**src/rtl/if_fetch_unit.sv**
```systemverilog
// rtl/if_fetch_unit.sv - RV32I IF stage: fetch PC, single-outstanding imem requests, IF/ID register
// Redirects during an in-flight fetch mark it killed so its response never reaches IF/ID.
module if_fetch_unit #(
    parameter logic [31:0] RESET_PC  = 32'h0000_0000,
    parameter logic [31:0] NOP_INSTR = 32'h0000_0013
) (
    input  logic        clk,
    input  logic        rst,
    input  logic        pc_jump,
    input  logic [31:0] pc_jump_addr,
    input  logic        flush,
    input  logic        stall,
    output logic        imem_req,
    output logic [31:0] imem_addr,
    input  logic        imem_gnt,
    input  logic        imem_rvalid,
    input  logic [31:0] imem_rdata,
    output logic [31:0] if_id_pc,
    output logic [31:0] if_id_instr,
    output logic        if_id_valid
);

    typedef enum logic [1:0] {IDLE, REQ, WAIT, HOLD} state_t;

    state_t      state_q, state_d;
    logic [31:0] pc_q, pc_d;
    logic        kill_q, kill_d;
    logic [31:0] skid_instr_q;
    logic        skid_load;
    logic        ifid_load;
    logic [31:0] ifid_instr_d;
    logic        req_q;
    logic [31:0] addr_q;
    logic [31:0] ifid_pc_q, ifid_instr_q;
    logic        ifid_valid_q;

    // The skid entry's PC is pc_q itself: pc only moves when HOLD is left.
    always_comb begin
        state_d      = state_q;
        pc_d         = pc_q;
        kill_d       = kill_q;
        skid_load    = 1'b0;
        ifid_load    = 1'b0;
        ifid_instr_d = imem_rdata;
        case (state_q)
            IDLE: state_d = REQ;
            REQ: begin
                if (imem_gnt) begin
                    state_d = WAIT;
                    kill_d  = pc_jump;
                end
                if (pc_jump) pc_d = pc_jump_addr;
            end
            WAIT: begin
                if (imem_rvalid) begin
                    if (kill_q || pc_jump) begin
                        kill_d  = 1'b0;
                        state_d = REQ;
                        if (pc_jump) pc_d = pc_jump_addr;
                    end else if (stall) begin
                        skid_load = 1'b1;
                        state_d   = HOLD;
                    end else begin
                        ifid_load = 1'b1;
                        pc_d      = pc_q + 32'd4;
                        state_d   = REQ;
                    end
                end else if (pc_jump) begin
                    pc_d   = pc_jump_addr;
                    kill_d = 1'b1;
                end
            end
            HOLD: begin
                if (pc_jump) begin
                    pc_d    = pc_jump_addr;
                    state_d = REQ;
                end else if (!stall) begin
                    ifid_load    = 1'b1;
                    ifid_instr_d = skid_instr_q;
                    pc_d         = pc_q + 32'd4;
                    state_d      = REQ;
                end
            end
            default: state_d = IDLE;
        endcase
    end

    always_ff @(posedge clk) begin
        if (rst) begin
            state_q      <= IDLE;
            pc_q         <= RESET_PC;
            kill_q       <= 1'b0;
            skid_instr_q <= NOP_INSTR;
            req_q        <= 1'b0;
            addr_q       <= RESET_PC;
            ifid_pc_q    <= 32'h0;
            ifid_instr_q <= NOP_INSTR;
            ifid_valid_q <= 1'b0;
        end else begin
            state_q <= state_d;
            pc_q    <= pc_d;
            kill_q  <= kill_d;
            // Request outputs are precomputed from next state so they leave a flop.
            req_q   <= (state_d == REQ);
            addr_q  <= pc_d;
            if (skid_load) skid_instr_q <= imem_rdata;
            if (flush) begin
                ifid_valid_q <= 1'b0;
                ifid_instr_q <= NOP_INSTR;
            end else if (stall) begin
                ifid_valid_q <= ifid_valid_q;
            end else if (ifid_load) begin
                ifid_pc_q    <= pc_q;
                ifid_instr_q <= ifid_instr_d;
                ifid_valid_q <= 1'b1;
            end else begin
                ifid_valid_q <= 1'b0;
            end
        end
    end

    assign imem_req    = req_q;
    assign imem_addr   = addr_q;
    assign if_id_pc    = ifid_pc_q;
    assign if_id_instr = ifid_instr_q;
    assign if_id_valid = ifid_valid_q;

endmodule

```
**config.mk**
```make
export PLATFORM = sky130hd
export DESIGN_NAME = if_fetch_unit
export DESIGN_NICKNAME = d
export VERILOG_FILES = /design/src/rtl/if_fetch_unit.sv
export SDC_FILE = /design/constraint.sdc
export NUM_CORES = 1
export LEC_CHECK = 0
export BUFFER_PORTS_ARGS = -buffer_cell sky130_fd_sc_hd__buf_2
export CELL_PAD_IN_SITES_DETAIL_PLACEMENT = 0
export CELL_PAD_IN_SITES_GLOBAL_PLACEMENT = 1
export CORE_UTILIZATION = 37
export CTS_CLUSTER_DIAMETER = 50
export CTS_CLUSTER_SIZE = 12
export DETAILED_ROUTE_END_ITERATION = 10
export PLACE_DENSITY = 0.83
export SLEW_MARGIN = 20
export SYNTH_ARGS = -nofsm -noshare
export SYNTH_HDL_FRONTEND = slang
export SYNTH_SLANG_ARGS = --single-unit
```
**constraint.sdc**
```tcl
create_clock -name clk -period 2.9 [get_ports clk]
set_input_delay 0.29 -clock clk [delete_from_list [all_inputs] [get_ports clk]]
set_output_delay 0.29 -clock clk [all_outputs]
set_load 0.01 [all_outputs]
```
Word level (Yosys, flattened, before mapping):

Cells that the tools add are included.

* flip-flop bits (word level): 133
* input port bits: 71
* output and inout bits: 98
* word-level logic and storage cells: 56

* muxes and demuxes: 30
* $add $sub $neg: 1
* reduce and logical (&&, ||, !) cells: 8
* equal/unequal tests: 7
* bitwise operators: 2

Operators by type and width (number)
* two-way mux 32 bit: 7
* one-hot mux 32 bit (3 select lines): 1
* adder 32 x 3 -> 32 bit (second input constant): 1
* two-way mux 1 bit: 13
* two-way mux 2 bit: 6
* one-hot mux 2 bit (4 select lines): 1
* != test 3 bit (second input constant): 2
* == test 2 x 1 -> 1 bit (second input constant): 2
* == test 2 bit (second input constant): 2
* one-hot mux 1 bit (2 select lines): 2
* AND reduction 4 bit: 1
* AND reduction 3 bit: 1
* nonzero test 3 bit: 1
* zero test 2 bit: 1
* != test 2 bit (second input constant): 1
* inverter 1 bit: 2
* AND reduction 2 bit: 1
* nonzero test 2 bit: 1
* OR reduction 2 bit: 1
* logical OR 1 bit: 1

Longest topological paths before layout:

* depth in word-level cells: 5
* mapped depth: 8
* mapped depth without buffers: 6

Worst setup path after synthesis:

Ideal clock, no wire load.

* path type: register to register
* start: register imem_addr[3] (netlist name)
* end: register addr_q[30] (netlist: imem_addr[30])
* setup slack: 741 ps
* arrival time: 2072 ps
* required time: 2814 ps
* period minus slack after synthesis: 2159 ps
* setup time: 86 ps
* cell stages (with the launch flop): 7
* path buffers: 0
* path through: dfxtp_1 -> ha_1 -> nand3b_4 -> or4_4 -> or3_4 -> o31a_1 -> a221oi_2

RTL lines
* to (signal assigned): RTL line 105 `addr_q <= pc_d;`
* to (decl): RTL line 33 `logic [31:0] addr_q;`

==> summary.txt <==
GRT
  – Global-route wire length before repair: 29.4 mm
  – Vias in the first global route: 5452
  – Largest net degree at the start of global routing: 48
  – Grt total ovfl: 0
  – Initial antenna violation count: 0
  – All-Layer GR Usage: 23.0%

Worst setup path
  – CP max FO: 7
  – Crit. End Element: flip-flop
  – Crit path buf inv count: 0
  – Crit Path Class: flip-flop to flip-flop
  – CP top delay family: simple AND/OR/NAND/NOR gates
  – Worst EP arrival: 2.59 ns
  – Startpoint types: flip-flop
  – CP cell instances: ha_1 -> nand3b_4 -> or4_4 -> or3_4 -> o31a_1 -> a221oi_2
  – Crit path largest cell delay: 0.51 ns
  – Critical path required time: 3.23 ns
  – Critical path's slowest cell: or4_4

Synthesis
  – Syn Area/Cell: 7.70 µm²
  – Yosys warning count: 0
  – Count of flip-flops with a built-in enable after synthesis: 0
  – Synth Net Count: 851
  – Synthesized flop and latch total: 133
  – Mapped Area: 0.00600 mm²
  – Main flop type after synthesis: dfxtp_1
  – Post-synthesis async set-or-reset flop share: 0%
  – Post-Syn Instances: 779
  – Sequential area share after synthesis: 44.4%
  – Unique masters post-synth: 62

Floorplan
  – FP Rows: 46
  – Io pins: 169
  – Core Footprint: 0.0158 mm²
  – Die W: 129 µm
  – Height of the die: 129 µm
  – Die Area: 0.0167 mm²
  – Starting Density: 37.9%

Timing
  – Final setup vio count: 0
  – Worst rel slew slack: 46.3%
  – Clock skew: 0.00596 ns
  – Fin crit period: 2.26 ns
  – Hold Fails Final Rpt: 0
  – Least-Margin Pin Slew: 0.800 ns
  – RSZ-0062 raised after global routing: false
  – Setup TNS: 0 ns
  – Fin. max-slew vios: 0
  – Max Fclk: 0.443 GHz
  – Setup slack after layout: 0.642 ns
  – Period utilisation layout: 77.9%

Flow run
  – Max Cap Viol: 0

Placed design
  – Post-DP HPWL: 12.9 mm
  – Post-DP Area: 0.00708 mm²
  – Count of input and output buffers: 168
  – Pre-CTS setup slack: 0.661 ns
  – Routability cong.: 0.848

Clock network
  – CTS tree: done
  – Max Root-Sink Buffers: 2
  – Number of setup buffers added after CTS: 0
  – CTS Hold Bufs: 0
  – H-Tree Depth: 4
  – Cts bufs inserted: 17
  – Root Buffer: clkbuf_16
  – Clk sinks: 133
  – PostCTS Resize Cnt: 0
  – Clk_lat worst skew: 0.42 ns
  – Clock slew at reported path FFs: 0.06 ns

Detailed routing
  – Routed len/inst: 16.3 µm
  – Routed WL: 18.9 mm
  – DRT Pass-1 Iters: 7
  – DRC Markers: 0
  – Vias per cell: 5.28
  – DRT antenna net count: 0
  – DR iter-0 viols: 428
  – Vias post-DR: 6122

Power and ir drop
  – Net switching power figure: 1120 µW
  – Power Density: 601 mW/mm²
  – Total Power: 4630 µW
  – Flop pwr share: 41.7%
  – Clk pwr share: 49.8%
  – Internal power: 3510 µW
  – Comb pwr share: 8.4%
  – Leakage power: 0.00312 µW
  – Sw frac: 24.2%
  – Worst IR drop on VDD: 0.000395 V

Cells and area
  – Final core occ: 48.7%
  – Area of the multi-input gates: 0.00307 mm²
  – Antenna cells: 0
  – Commonest non-fill, non-tap cell in the layout: nand2_1
  – Synth-to-Final Area Change: 28.6%
  – Post-route cell area: 0.00771 mm²
  – Register Area: 0.00266 mm²
  – Most frequent cells in the layout: 210 x nand2_1, 167 x buf_2, 133 x dfxtp_1, 92 x a21oi_1, 59 x nor2_1
  – Share of cells above drive strength 1: 25.0%
  – # fillers: 1585
  – Nets: 1002

Outcome
  – Status: complete, no violations

Min path
  – Worst Hold Class: primary input to flip-flop
cells in the mapped netlist, drive strengths merged (5+ instances only):
cell type	instances	area share, %
nand2b	11	1.1
nor4	6	0.63
and3	7	0.73
nor2	61	3.8
inv	11	0.69
a22oi	9	1.1
nand4	6	0.73
dfxtp	133	44
a21o	6	0.75
clkbuf	52	3.3
xnor2	9	1.3
nor3	14	1.3
o211ai	7	0.88
a31oi	5	0.52
nand2	210	13
o21ai	23	1.9
a311oi	31	4.5
xor2	5	0.73
buf	7	0.67
nand3	10	0.83
a21oi	92	7.7
layer usage:
layer | up-vias | GRT usage [%] | routed length, µm
met2 | 217 | 35.7 | 8560
met5 | - | 0 | 0
li1 | 3033 | - | -
met3 | 22 | 4.62 | 1070
met1 | 2850 | 31.4 | 8960
met4 | 0 | 8.86 | 317
worst register-to-register path: cells and delay by family, from the launching register on:
kind	cells	cell delay (ns)
simple gates	3	1.00
flops	1	0.43
fa+ha+maj	1	0.27
compound gates	2	0.45
logic make-up (layout without fill, tap and decap cells):
family	count (synthesis)	count (layout)	share of synthesized area, %
buffers and inverters	70	234	4.63
DFF	133	133	44.4
muxes	1	1	0.188
and+or+nand+nor	347	347	25.4
xor gates and xnor gates	14	14	2.04
adders and majority gates	1	1	0.209
AOI/OAI and AO/OA	213	213	23.2
cell type report:
class                           instances  area share (%)
Inverter                               11           0.536
Sequential cell                       133            34.5
Tap cell                              216            3.51
Multi-Input combinational cell        576            39.9
Clock buffer                           21            5.97
Timing Repair Buffer                  191            13.3
Clock inverter                         11            2.24
path summary, 6_finish.rpt:
check                      from              end  slack, ns  depth (start not counted)
setup / recovery   imem_addr[2]    imem_addr[30]       0.64                          6
hold / removal    imem_rdata[1]  skid_instr_q[1]       0.11                          3
setup reg to reg   imem_addr[2]    imem_addr[30]       0.64                          6
hold reg to reg    if_id_pc[29]     if_id_pc[29]       0.45                          2
sequential cells by signal (all words and copies together) (netlist names):
signal and count:
if_id_valid 1, skid_instr_q 32, imem_addr 32, if_id_pc 32
imem_req 1, state_q 2, kill_q 1, if_id_instr 32
metrics by stage:
stage | std cells | hold slack, ns
after global routing | 1159 | 0.0972
after global placement | 1127 | 0.439
after floorplan | 779 | 0.414
after detailed placement | 1127 | 0.443
final | 1159 | 0.106
after CTS | 1159 | 0.0914
power groups by stage:
stage / clock (µW) / sequential (µW) / combinational (µW)
finish: 2310 / 1930 / 391
global route: 2420 / 1940 / 428
CTS: 2350 / 1930 / 389
detailed placement: 0 / 1970 / 387
global placement: 0 / 1970 / 387
floorplan: 0 / 1960 / 215
No activity file was read; power rests on OpenSTA's default activity.
